## config.mk

```make
export PLATFORM = sky130hd
export DESIGN_NAME = dec_trigger_ctl
export DESIGN_NICKNAME = d
export VERILOG_FILES = /design/src/rtl/dec_trigger_ctl.sv
export SDC_FILE = /design/constraint.sdc
export NUM_CORES = 1
export LEC_CHECK = 0
export ABC_CLOCK_PERIOD_IN_PS = 3350
export CAP_MARGIN = 0
export CORE_MARGIN = 5
export CORE_UTILIZATION = 42
export CTS_BUF_LIST = sky130_fd_sc_hd__clkbuf_16
export DETAILED_ROUTE_END_ITERATION = 6
export PLACE_DENSITY = 0.86
export SYNTH_ARGS = -nofsm -noshare
export SYNTH_HDL_FRONTEND = slang
export SYNTH_SLANG_ARGS = --single-unit
```

## constraint.sdc

```tcl
create_clock -name clk -period 3.35 [get_ports clk]
set_input_delay 0.335 -clock clk [delete_from_list [all_inputs] [get_ports clk]]
set_output_delay 0.335 -clock clk [all_outputs]
set_load 0.01 [all_outputs]
```

## src/rtl/dec_trigger_ctl.sv

```systemverilog
// Decode-stage trigger sequencer: chains and selects trigger matches, then holds a TLU request.
// Optional macro DEC_TRIG_CHAIN_EN enables trigger-pair chaining; when undefined, trigger_chain is ignored.
module dec_trigger_ctl #(
    parameter int ACK_TIMEOUT = 15,
    parameter int TO_W        = 4
) (
    input  logic       clk,
    input  logic       rst,
    input  logic [3:0] i0_trigger_match_d,
    input  logic [3:0] i1_trigger_match_d,
    input  logic       i0_valid_d,
    input  logic       i1_valid_d,
    input  logic [1:0] trigger_chain,
    input  logic [3:0] trigger_action,
    input  logic       dec_tlu_dbg_mode,
    input  logic       flush,
    input  logic       tlu_trig_ack,
    output logic       trig_req,
    output logic       trig_req_slot,
    output logic       trig_req_action,
    output logic [3:0] trig_hit,
    output logic [3:0] trig_hit_set,
    output logic       trig_stall,
    output logic       trig_timeout
);

    typedef enum logic [1:0] {
        IDLE   = 2'd0,
        PEND   = 2'd1,
        SETHIT = 2'd2
    } state_t;

    localparam bit              TO_EN   = (ACK_TIMEOUT != 0);
    localparam logic [TO_W-1:0] TO_LAST = TO_W'(ACK_TIMEOUT - 1);

    state_t          state_q, state_d;
    logic [TO_W-1:0] cnt_q, cnt_d;
    logic [3:0]      hit_q, hit_d;
    logic            slot_q, slot_d;
    logic            act_q, act_d;
    logic            to_pulse;

    logic [3:0] eff0, eff1;
    logic       hit0, hit1;
    logic [3:0] sel_eff;
    logic       sel_act;
    logic       capture;
    logic       to_expire;

`ifdef DEC_TRIG_CHAIN_EN
    // A chained pair only fires when both members match; both bits then report it.
    function automatic logic [3:0] chain_fn(input logic [3:0] m, input logic [1:0] ch);
        logic [3:0] e;
        e = m;
        if (ch[0]) begin
            e[0] = m[0] & m[1];
            e[1] = m[0] & m[1];
        end
        if (ch[1]) begin
            e[2] = m[2] & m[3];
            e[3] = m[2] & m[3];
        end
        return e;
    endfunction

    assign eff0 = chain_fn(i0_trigger_match_d, trigger_chain);
    assign eff1 = chain_fn(i1_trigger_match_d, trigger_chain);
`else
    logic unused_chain;

    assign unused_chain = ^trigger_chain;
    assign eff0         = i0_trigger_match_d;
    assign eff1         = i1_trigger_match_d;
`endif

    assign hit0      = i0_valid_d & (|eff0);
    assign hit1      = i1_valid_d & (|eff1);
    assign sel_eff   = hit0 ? eff0 : eff1;
    assign sel_act   = |(sel_eff & trigger_action);
    assign capture   = (hit0 | hit1) & ~dec_tlu_dbg_mode & ~flush;
    assign to_expire = TO_EN && (cnt_q == TO_LAST);

    // Next-state, timeout counter and capture register update.
    always_comb begin
        state_d  = state_q;
        cnt_d    = cnt_q;
        hit_d    = hit_q;
        slot_d   = slot_q;
        act_d    = act_q;
        to_pulse = 1'b0;
        case (state_q)
            IDLE: begin
                cnt_d = '0;
                if (capture) begin
                    state_d = PEND;
                    hit_d   = sel_eff;
                    slot_d  = ~hit0;
                    act_d   = sel_act;
                end
            end
            PEND: begin
                cnt_d = cnt_q + 1'b1;
                if (tlu_trig_ack) begin
                    state_d = SETHIT;
                    cnt_d   = '0;
                end else if (flush) begin
                    state_d = IDLE;
                    cnt_d   = '0;
                    hit_d   = '0;
                    slot_d  = 1'b0;
                    act_d   = 1'b0;
                end else if (to_expire) begin
                    state_d  = IDLE;
                    cnt_d    = '0;
                    hit_d    = '0;
                    slot_d   = 1'b0;
                    act_d    = 1'b0;
                    to_pulse = 1'b1;
                end
            end
            SETHIT: begin
                state_d = IDLE;
                cnt_d   = '0;
                hit_d   = '0;
                slot_d  = 1'b0;
                act_d   = 1'b0;
            end
            default: begin
                state_d = IDLE;
                cnt_d   = '0;
                hit_d   = '0;
                slot_d  = 1'b0;
                act_d   = 1'b0;
            end
        endcase
    end

    // State, counter and captured request registers.
    always_ff @(posedge clk) begin
        if (rst) begin
            state_q <= IDLE;
            cnt_q   <= '0;
            hit_q   <= '0;
            slot_q  <= 1'b0;
            act_q   <= 1'b0;
        end else begin
            state_q <= state_d;
            cnt_q   <= cnt_d;
            hit_q   <= hit_d;
            slot_q  <= slot_d;
            act_q   <= act_d;
        end
    end

    assign trig_req        = (state_q == PEND);
    assign trig_stall      = (state_q != IDLE);
    assign trig_req_slot   = slot_q;
    assign trig_req_action = act_q;
    assign trig_hit        = hit_q;
    assign trig_hit_set    = (state_q == SETHIT) ? hit_q : 4'b0000;
    assign trig_timeout    = to_pulse & ~rst;

endmodule

```

# --- Yosys cells after proc, flatten, opt, wreduce, memory -nomap -nowiden ---
# Cells that the tools add are included.
word_totals:
  ff_bits: 12
  latchBits: 0
  mem_bits_rw: 0
  mem_bits_ro: 0
  input_bits: 21
  output_inout_bits: 13
  wordCells: 56
  memories: 0
op_classes:
  add_sub_neg: 1
  mul: 0
  div_mod_pow: 0
  n_lt_le_gt_ge: 0
  eq_ne: 7
  shift: 0
  n_mux: 23
  bitwise: 12
  reduce_logical: 8
ops:
  columns: ["cell", "count"]
  rows:
  - ["$mux W4", 6]
  - ["$reduce_or A4 Y1", 3]
  - ["$mux W1", 9]
  - ["$mux W2", 4]
  - ["$pmux W4 S2", 1]
  - ["$and A1 B1 Y1", 5]
  - ["$not A1 Y1", 5]
  - ["$reduce_or A5 Y1", 1]
  - ["$add A4 B1 Y4 const B", 1]
  - ["$and A4 B4 Y4", 1]
  - ["$eq A4 B4 Y1 const B", 1]
  - ["$ne A2 B2 Y1 const B", 2]
  - ["$ne A4 B3 Y1 const B", 1]
  - ["$pmux W1 S2", 2]
  - ["$pmux W2 S2", 1]
  - ["$ne A3 B2 Y1 const B", 1]
  - ["$reduce_and A3 Y1", 1]
  - ["$eq A2 B1 Y1 const B", 1]
  - ["$eq A2 B2 Y1 const B", 1]
  - ["$logic_not A2 Y1", 1]
  - ["$reduce_and A2 Y1", 1]
  - ["$reduce_bool A2 Y1", 1]
  - ["$or A1 B1 Y1", 1]

# --- Depth between registers and ports, before layout ---
depth:
  ltp_word: 7
  mapped_depth: 6

# --- Worst setup path after synthesis ---
# No wires, ideal clock.
synth_path:
  path_type: "input to register"
  from: "input port i1_trigger_match_d[2]"
  to: "register hit_q[0], in the netlist trig_hit[0]"
  setup_time_ns: 0.072
  arrival_ns: 1.331
  path_slack_ns: 1.948
  path_stages: 4
  path_cell_list: "o41ai_1 > a211oi_2 > o22ai_4 > mux2i_1"
synth_between:
  elab_chain_cells: 7
synth_rtl:
  columns: ["item", "line_no", "source"]
  rows:
  - ["start: declaration", "10", "input logic [3:0] i1_trigger_match_d,"]
  - ["$reduce_or A4 Y1", "77", "assign hit1 = i1_valid_d & (|eff1);"]
  - ["$and A1 B1 Y1", "77", null]
  - ["$or A1 B1 Y1", "80", "assign capture = (hit0 | hit1) & ~dec_tlu_dbg_mode & ~flush;"]
  - ["$and A1 B1 Y1 (2 in a row)", "80", null]
  - ["$ne A2 B2 Y1 (no line)", null, null]
  - ["$reduce_and A3 Y1 (no line)", null, null]
  - ["end signal: assignment", "149", "hit_q <= hit_d;"]
  - ["end: declaration", "38", "logic [3:0] hit_q, hit_d;"]
# Every way passes these cells.
# A chain may end at the register's enable or synchronous reset.

# --- Final worst setup path ---
layout_path:
  from: "input port rst"
  to: "output port trig_timeout"
layout_between:
  elab_chain_cells: 2
layout_rtl:
  columns: ["item", "line_no", "source"]
  rows:
  - ["start: declaration", "8", "input logic rst,"]
  - ["$not A1 Y1", "161", "assign trig_timeout = to_pulse & ~rst;"]
  - ["$and A1 B1 Y1", "161", null]
  - ["end: declaration", "24", "output logic trig_timeout"]
# Every way passes these cells.

==> flow_summary_export.csv <==
group,metric,value,unit
status,run_status,"finished clean",
synth,post_synth_top_flop,"dfxtp_1",
routing,drt-wirelength-per-cell,14.2,um
timing,finalClockSkew,0.539,ps
finish,nNetsFinal,136,
routing,drtPass1Iterations,4,
clock_tree,path_clk_slew,40,ps
synth,ys_top_cells_by_count,"12 x dfxtp_1, 8 x nor2_1, 7 x nand2_1",
routing,detail-route-antenna-nets,0,
clock_tree,cts_root_buffer,"clkbuf_16",
finish,antenna_cells_inserted,0,
synth,yosysMostFrequentCell,"dfxtp_1",
critical_path,sum_of_buffers_and_inverters_on_the_critical_path,3,
routing,route.detailed.drc,0,
timing,setup_total_negative_slack,0,ps
critical_path,critical-path-max-stage-delay,540,ps
critical_path,start_kind,"input port",
timing,fin_crit,2110,ps
timing,whs,466,ps
synth,post_synth_num_cell_types,32,
global_route,grt_antenna_before_repair,0,
critical_path,worst-r2r-setup-slack,1840,ps
timing,finalCritPeriodShare,63.1,%
floorplan,io_pins,34,
critical_path,end_kind,"output pin",
clock_tree,cts_max_path_buffers,2,
synth,netlist_area,703,um^2
critical_path,reg2reg_to,"trig_req_action",
power,cellLeakagePower,0.433,nW
finish,nFillCells,132,
floorplan,die_w,50.9,um
clock_tree,cts_max_level,1,
timing,timing_worst_slew_pin_value,391,ps
power,swShare,22.9,%
critical_path,timing.critical_path.fanout_max,8,
global_route,groute.usage.overall,15.2,%
global_route,grt_start_max_net_pins,9,
timing,setup_violations,0,
routing,routed-via-count,699,
critical_path,worst-path-stages,5,
clock_tree,cts.hold.buffers_added,0,
synth,asyncSetResetFlopFracSynth,0,%
clock_tree,cts_buffers,3,
synth,synth.avg_cell_area,9.02,um^2
synth,ys_ff_latch,12,
place,place_area,1030,um^2
critical_path,setup.worst_path.start,"rst",
clock_tree,worst_skew_pair.late_latency,240,ps
critical_path,timing.critical_path.max_delay_family,"buffers and inverters",
finish,layout.core_utilization,71.9,%
routing,totalWireLength,1810,um
floorplan,floorplan.core_area,1540,um^2
place,hpwlAfterDp,1450,um
timing,maxSlewViolCount,0,
floorplan,fp.dieArea,2590,um^2
critical_path,timing.critical_path.to,"trig_timeout",
place,buffer_ports.inserted,31,
critical_path,critical_path.slowest_cell,"clkdlybuf4s50_1",
job,maxCapViolCount,0,
clock_tree,cts.sinks,12,
timing,rsz0062_at_grt,"false",
synth,synth.top_cells.by_area,"dfxtp_1 34%, mux2i_1 7.1%, o21ai_0 4.3%",
timing,timing_hold_violations_final,0,
synth,yosys.area.top_type_share,34.2,%
critical_path,worstReg2RegStart,"cnt_q[0]",
synth,number_of_enable_flip_flop_cells_after_synthesis,0,
synth,ys_warn_count,0,
power,cellInternalPower,0.000365,W
power,netSwitchingPower,0.000108,W
routing,initialDrtViolationCount,7,
timing,timing.fmax,473,MHz
global_route,grt_first_pass_wirelength,3090,um
power,p_seq_share,33.5,%
critical_path,timing_worst_setup_path_type,"in2out",
routing,vias_per_cell,5.46,
global_route,number_of_global_route_vias_before_repair,695,
critical_path,worst_ep_arrival_time,1780,ps
synth,synth_largest_area_cell,"dfxtp_1",
synth,synthesized_nets,101,
clock_tree,cts_post_setup_buffers_inserted,0,
clock_tree,cts_tree,"built",
power,clock_power_share,46.0,%
place,gp_congestion,0.780,
worst_hold_path,worstHoldPathType,"reg2reg",
clock_tree,post_cts_resize_count,0,
timing,maxSlewHeadroom,73.6,%
power,comb_power_share,20.6,%
critical_path,cp_common_cell,"clkdlybuf4s50_1",
finish,postLayoutCellArea,1110,um^2
synth,post_synth_inst_count,78,
critical_path,crit_path_cell_trace,"clkdlybuf4s50_1 -> inv_1 -> nand3b_1 -> nor2_1 -> clkdlybuf4s50_1",
floorplan,start_util,45.6,%
floorplan,height_of_the_chip,50.9,um
floorplan,rows,14,
synth,synth_sequential_area_ratio,34.2,%
finish,layout_cells_sized_above_1,8.93,%
critical_path,crit_required,3010,ps
finish,layout-area-overhead-vs-synth,57.7,%
critical_path,rr_worst_depth,6,
global_route,grt_remaining_overflow,0,
power,ir_drop,0.229,mV
power,power_per_cell_area,427,nW/um^2
## cells in the final DEF, fill, tap and decap left out
cell             instances
o2111ai_1                1
o41ai_1                  1
and2_1                   4
a21oi_1                  1
o41ai_2                  1
mux2i_1                  5
nand2_1                  7
nand2b_1                 2
xnor2_1                  1
o22ai_4                  1
a2111oi_1                1
o31ai_1                  1
a32o_1                   1
o21ai_0                  6
and3_1                   1
xor2_1                   1
nand3_1                  2
dfxtp_1                 12
mux2_2                   2
or2_2                    1
nor2_1                   8
inv_1                    5
nor2b_1                  1
clkdlybuf4s50_1         31
a22oi_1                  1
clkbuf_16                3
nor3b_1                  1
mux2_1                   1
a211oi_2                 1
ha_1                     2
nor4b_1                  3
nand2b_4                 1
nand3b_1                 1
clkinv_1                 1
## sequential cells by signal (all words and copies together), names as in the netlist
signal	cells
trig_req_slot	1
state_q	2
cnt_q	4
trig_req_action	1
trig_hit	4
## power by group through the flow
stage          registers (W)  clock network [W]   logic, W
5_1_grt             0.000159           0.000231   0.000105
4_1_cts             0.000158           0.000220  0.0000979
3_3_place_gp        0.000160                  0  0.0000952
3_5_place_dp        0.000161                  0  0.0000972
6_report            0.000158           0.000217  0.0000972
2_1_floorplan       0.000163                  0  0.0000419
## worst reg2reg max path, stage by stage (launching register included)
cell and delay, ps:
dfxtp_1 330, inv_1 60, ha_1 140, nand3_1 140, a21oi_1 280, o22ai_4 170, a32o_1 290
## worst min path at each step
| stage | to | start | cells past startpoint |
|---|---|---|---|
| 6_report | state_q[0] | state_q[1] | 1 |
| 3_3_place_gp | cnt_q[0] | cnt_q[0] | 1 |
| 3_5_place_dp | state_q[0] | state_q[1] | 1 |
| 5_1_grt | state_q[0] | state_q[1] | 1 |
| 4_1_cts | state_q[0] | state_q[1] | 1 |
| 2_1_floorplan | state_q[0] | rst | 1 |
## kinds of logic (layout without fill, tap and decap cells)
family	Yosys count	in the layout	synth area share, %
AND/OR/NAND/NOR	32	32	25.3
AO/OA/AOI/OAI	16	16	19.4
flip-flops	12	12	34.2
multiplexers	8	8	11.9
buffers and inverters	6	40	3.20
adder cells (fa/ha/maj)	2	2	3.56
XOR/XNOR	2	2	2.49
## cell type report
class                      instances  area (um^2)  area share, %
inverter                           5         18.8           1.69
multi-input combinational         60          440           39.7
tap                               16         20.0           1.81
sequential                        12          240           21.7
clock inverter                     1         3.75          0.339
clock buffer                       3         75.1           6.77
timing repair buffer              31          310           28.0
## metrics by stage
step,setup WS (ps),std cells,power [W]
floorplan,1950,78,0.000205
global placement,1230,124,0.000255
detailed placement,1240,124,0.000258
CTS,1220,128,0.000476
global route,1130,128,0.000495
finish,1240,128,0.000473
## metal layers
metal	routed length [um]	vias to the layer above	global-route usage (%)
li1	-	349	-
met1	737	325	17.2
met2	957	23	27.5
met3	92	2	2.03
met4	25	0	7.66
met5	0	-	0
(Power assumes the default switching activity.)
==> variant 1: new RTL, same flow settings <==
Re-encode `state_t` (3 states) as one-hot, 3 bits wide.
--- a/src/rtl/dec_trigger_ctl.sv
+++ b/src/rtl/dec_trigger_ctl.sv
@@ -24,10 +24,10 @@
     output logic       trig_timeout
 );
 
-    typedef enum logic [1:0] {
-        IDLE   = 2'd0,
-        PEND   = 2'd1,
-        SETHIT = 2'd2
+    typedef enum logic [2:0] {
+        IDLE   = 3'b001,
+        PEND   = 3'b010,
+        SETHIT = 3'b100
     } state_t;
 
     localparam bit              TO_EN   = (ACK_TIMEOUT != 0);
Check against the original RTL: no difference found for any inputs over 10 cycles, from zero or initial values and one cycle with rst high; not proved beyond that.
==> variant 1 against the original RTL <==
- total power is 7.1% higher
- global-route usage is 0.29 points higher
- wire length is 4.3% higher
- sequential cell count is 1 higher
- setup slack worse by 0.39 ns
- final area is 3.7% higher
- synthesized area is 5.0% higher
- critical path type unchanged
==> variant 1: results (changes against the original RTL) <==
| Metric | Value |
|---|---|
| Status | `finished, final reports clean` |
| Most frequent cells after synthesis | `dfxtp_1 (13), a22o_1 (6)` |
| Dpl ws | `0.860 ns (-0.376 ns)` |
| Yosys warns | `0 (unchanged)` |
| NumNets Final | `133 (-2.2%)` |
| CTS root buffer | `clkbuf_16` |
| Clock Skews | `0.00184 ns (+0.00130 ns)` |
| Distinct cell type count after synthesis | `31 (-3.1%)` |
| Worst skew pair latency | `0.24 ns (about the same)` |
| Mapped Nets | `99 (-2.0%)` |
| Fill cell count | `132 (unchanged)` |
| Critical path arrival | `2.17 ns (+0.39 ns)` |
| Fraction of layout cells with a size suffix above 1 | `12.8% (+3.9 points)` |
| Placer Congestion | `0.754 (-3.4%)` |
| Largest net degree at the start of global routing | `8 (-1)` |
| Top cells by area, synth | `dfxtp_1 (35%), a22o_1 (7.1%), nor4b_1 (5.9%)` |
| DP Wirelength | `1550 µm (+6.5%)` |
| Sequential area share after synthesis | `35.3% (+1.1 points)` |
| Post-CTS sizing | `0 (unchanged)` |
| Buffers on Ports | `31 (unchanged)` |
| Initial antenna violation count | `0 (unchanged)` |
| Wire per inst | `14.1 µm (-0.37%)` |
| Vias | `724 (+3.6%)` |
| CP Max Fanout | `4 (-4)` |
| Slowest Stage Delay on Critical Path | `0.59 ns (+0.05 ns)` |
| Total Routing Usage GR | `15.5% (+0.29 points)` |
| Detailed router's first-iteration violation count | `5 (-2)` |
| Postcts setup bufs | `0 (unchanged)` |
| DRT Pass-1 Iters | `5 (+1)` |
| H-Tree Depth | `1 (unchanged)` |
| Leakage | `0.000415 µW (-4.2%)` |
| Vias in the first global route | `701 (+0.86%)` |
| First-pass GRT wire length | `3080 µm (-0.45%)` |
| Post-DP Area | `1070 µm² (+4.0%)` |
| Worst IR drop on VDD | `0.000318 V (+39%)` |
| Worst-case clock buffer depth | `2 (unchanged)` |
| Headroom to the max-slew limit | `62.7% (-11 points)` |
==> variant 1: cell count changes after synthesis, sizes merged, moves of 2 or more <==
cell    delta
nand2      -7
a22o       +6
mux2i      -5
nand2b     -3
nor2       -3
or2        +3
inv        -2
nand3      +2
nor4b      +2
==> variant 1: kinds of logic after synthesis <==
| family | count (synthesis) | share of synthesized area [%] |
|---|---|---|
| DFF | 13 | 35.3 |
| adders and majority gates | 2 | 3.39 |
| xor gates and xnor gates | 2 | 2.37 |
| muxes | 3 | 4.58 |
| buffers and inverters | 5 | 2.71 |
| and+or+nand+nor | 27 | 23.1 |
| AOI/OAI and AO/OA | 24 | 28.6 |
==> variant 1: where the power goes <==
part,switching [µW],internal (µW)
Combinational,51.7,64.9
Clock,58.8,157
Sequential,7.85,166
Total,118,388
==> variant 1: layout make-up <==
type / instances / area (µm²) / area share, %
Multi-Input combinational cell: 58 / 458 / 39.8
Timing Repair Buffer: 31 / 310 / 27.0
Sequential cell: 13 / 260 / 22.6
Clock buffer: 3 / 75.1 / 6.53
Tap cell: 25 / 31.3 / 2.72
Inverter: 3 / 11.3 / 0.979
Clock inverter: 1 / 3.75 / 0.326
==> variant 1: worst register-to-register path: stages (launching register included) <==
cell	delay [ns]
dfxtp_1	0.35
or3b_1	0.45
or2_4	0.29
a2111oi_4	0.45
a22o_1	0.19
==> variant 1: worst paths after layout <==
kind,from,endpoint,slack (ns),cells after the start
hold reg to reg,cnt_q[0]$_SDFF_PP0_,cnt_q[0]$_SDFF_PP0_,0.47,1
hold / removal,cnt_q[0]$_SDFF_PP0_,cnt_q[0]$_SDFF_PP0_,0.47,1
setup / recovery,rst,trig_timeout,0.84,4
setup reg to reg,state_q[0]$_SDFFE_PP1P_,trig_req_action$_SDFFE_PP0P_,1.56,4
==> variant 1: routing by layer <==
| metal | global-route usage, % | wire, µm | vias to the layer above |
|---|---|---|---|
| met5 | 0 | 0 | - |
| met4 | 4.80 | 29 | 0 |
| met3 | 5.16 | 72 | 4 |
| met2 | 29.3 | 1050 | 16 |
| met1 | 15.8 | 734 | 344 |
| li1 | - | - | 360 |
==> variant 1: through the flow <==
step           std cells  total power [µW]  utilization [%]
6_report             134               506             67.3
4_1_cts              134               509             67.3
5_1_grt              134               529             67.3
2_1_floorplan         76               237                -
3_5_place_dp         130               292             62.7
3_3_place_gp         130               290             62.7
==> variant 2: new RTL, same flow settings <==
Without the edit above. Change the parameter `TO_W` from 4 to 6.
--- a/src/rtl/dec_trigger_ctl.sv
+++ b/src/rtl/dec_trigger_ctl.sv
@@ -2,7 +2,7 @@
 // Optional macro DEC_TRIG_CHAIN_EN enables trigger-pair chaining; when undefined, trigger_chain is ignored.
 module dec_trigger_ctl #(
     parameter int ACK_TIMEOUT = 15,
-    parameter int TO_W        = 4
+    parameter int TO_W        = 6
 ) (
     input  logic       clk,
     input  logic       rst,
Formal check against the unedited RTL: same outputs for any inputs over 10 cycles, from zero or initial values and one cycle with rst high; that may be too few to reach the edited logic, so the function may still have changed.
==> variant 2 against the original RTL <==
- wire length increased by 16%
- total power grew 7.9%
- cell count rose by 15%
- sequential cell count up 2
- synthesized area is 12% higher
- final area is 8.8% higher
- combinational power is 2% higher
- setup slack got worse by 0.057 ns
- critical path depth stayed put
==> variant 2: results (changes against the original RTL) <==
| Metric | Value |
|---|---|
| FFs w/ async S/R, synth | `0% (unchanged)` |
| Worst-case clock buffer depth | `2 (unchanged)` |
| WHS | `0.459 ns (-0.00667 ns)` |
| Worst hold-check path type | `reg -> reg` |
| Routed WL | `2100 µm (+16%)` |
| Total Routing Usage GR | `17.4% (+2.2 points)` |
| Slowest Stage Delay on Critical Path | `0.54 ns (about the same)` |
| Vias | `788 (+13%)` |
| Wire per inst | `14.3 µm (+0.91%)` |
| DP Wirelength | `1550 µm (+6.9%)` |
| Design Area, Final | `1210 µm² (+8.8%)` |
| Post-DP Area | `1130 µm² (+9.5%)` |
| CP Max Fanout | `8 (unchanged)` |
| Hold Crit Start | `cnt_q[0]$_SDFF_PP0_` |
| # placed instances | `143 (+15%)` |
| Worst IR drop on VDD | `0.000257 V (+12%)` |
| Leakage | `0.000457 µW (+5.5%)` |
| Max Freq | `0.460 GHz (-2.6%)` |
| Largest register FFs | `6` |
| CTS root buffer | `clkbuf_16` |
| Worst min-delay path endpoint | `cnt_q[0]$_SDFF_PP0_` |
| Fraction of layout cells with a size suffix above 1 | `9.02% (+0.088 points)` |
| RR Endpoint | `trig_hit[2]$_SDFFE_PP0P_` |
| Fill cell count | `160 (+21%)` |
| Syn_area_per_cell | `8.97 µm² (-0.48%)` |
| Mapped Nets | `111 (+9.9%)` |
| NumNets Final | `146 (+7.4%)` |
| First-pass GRT wire length | `3590 µm (+16%)` |
| Worst Hold Depth | `1 (unchanged)` |
| Top cells by area, synth | `dfxtp_1 (35%), mux2i_1 (6.3%), nor2_1 (5.2%)` |
| Cells on worst reg2reg path | `5 (-1)` |
| Sequential area share after synthesis | `35.5% (+1.3 points)` |
| H-Tree Depth | `1 (unchanged)` |
| Largest net degree at the start of global routing | `9 (unchanged)` |
| Placer Congestion | `0.847 (+8.6%)` |
| Worst slew pin tran | `0.385 ns (-0.00619 ns)` |
| Critical path arrival | `1.84 ns (+0.06 ns)` |
| Crit path launch | `rst` |
| Distinct cell type count after synthesis | `29 (-9.4%)` |
| Status | `finished, final reports clean` |
| Clock Skews | `0.00408 ns (+0.00354 ns)` |
| Detailed router's first-iteration violation count | `18 (+11)` |
| R2R setup slack | `1.94 ns (+0.10 ns)` |
| Dpl ws | `1.18 ns (-0.0539 ns)` |
| Most frequent cells after synthesis | `dfxtp_1 (14), nor2_1 (11), nand2_1 (9)` |
-- variant 2: power by group --
group	internal [µW]	leakage [µW]	total, µW	switching, µW
clock	158	0.0000385	230	72.1
combinational	55.7	0.000305	99.0	43.4
sequential	175	0.000114	181	5.72
-- variant 2: layout make-up --
cell class,count,area share [%]
clock buffer,3,6.22
clock inverter,1,0.311
inverter,4,1.24
multi-input combinational,69,40.7
tap,25,2.59
sequential,14,23.2
timing repair buffer,31,25.7
-- variant 2: metal layers --
layer | global-route usage, % | wire (µm) | share of wire, %
met5 | 0 | 0 | 0
met4 | 5.96 | 29 | 1.4
met3 | 4.23 | 119 | 5.7
met2 | 28.8 | 1050 | 50
met1 | 21.7 | 899 | 43
-- variant 2: cells by family after synthesis --
group,after synthesis,synth area share (%)
compound gates,16,18.7
mux,8,10.6
xor+xnor,4,4.44
simple gates,39,25.2
fa+ha+maj,2,3.17
flops,14,35.5
buf+inv,5,2.38
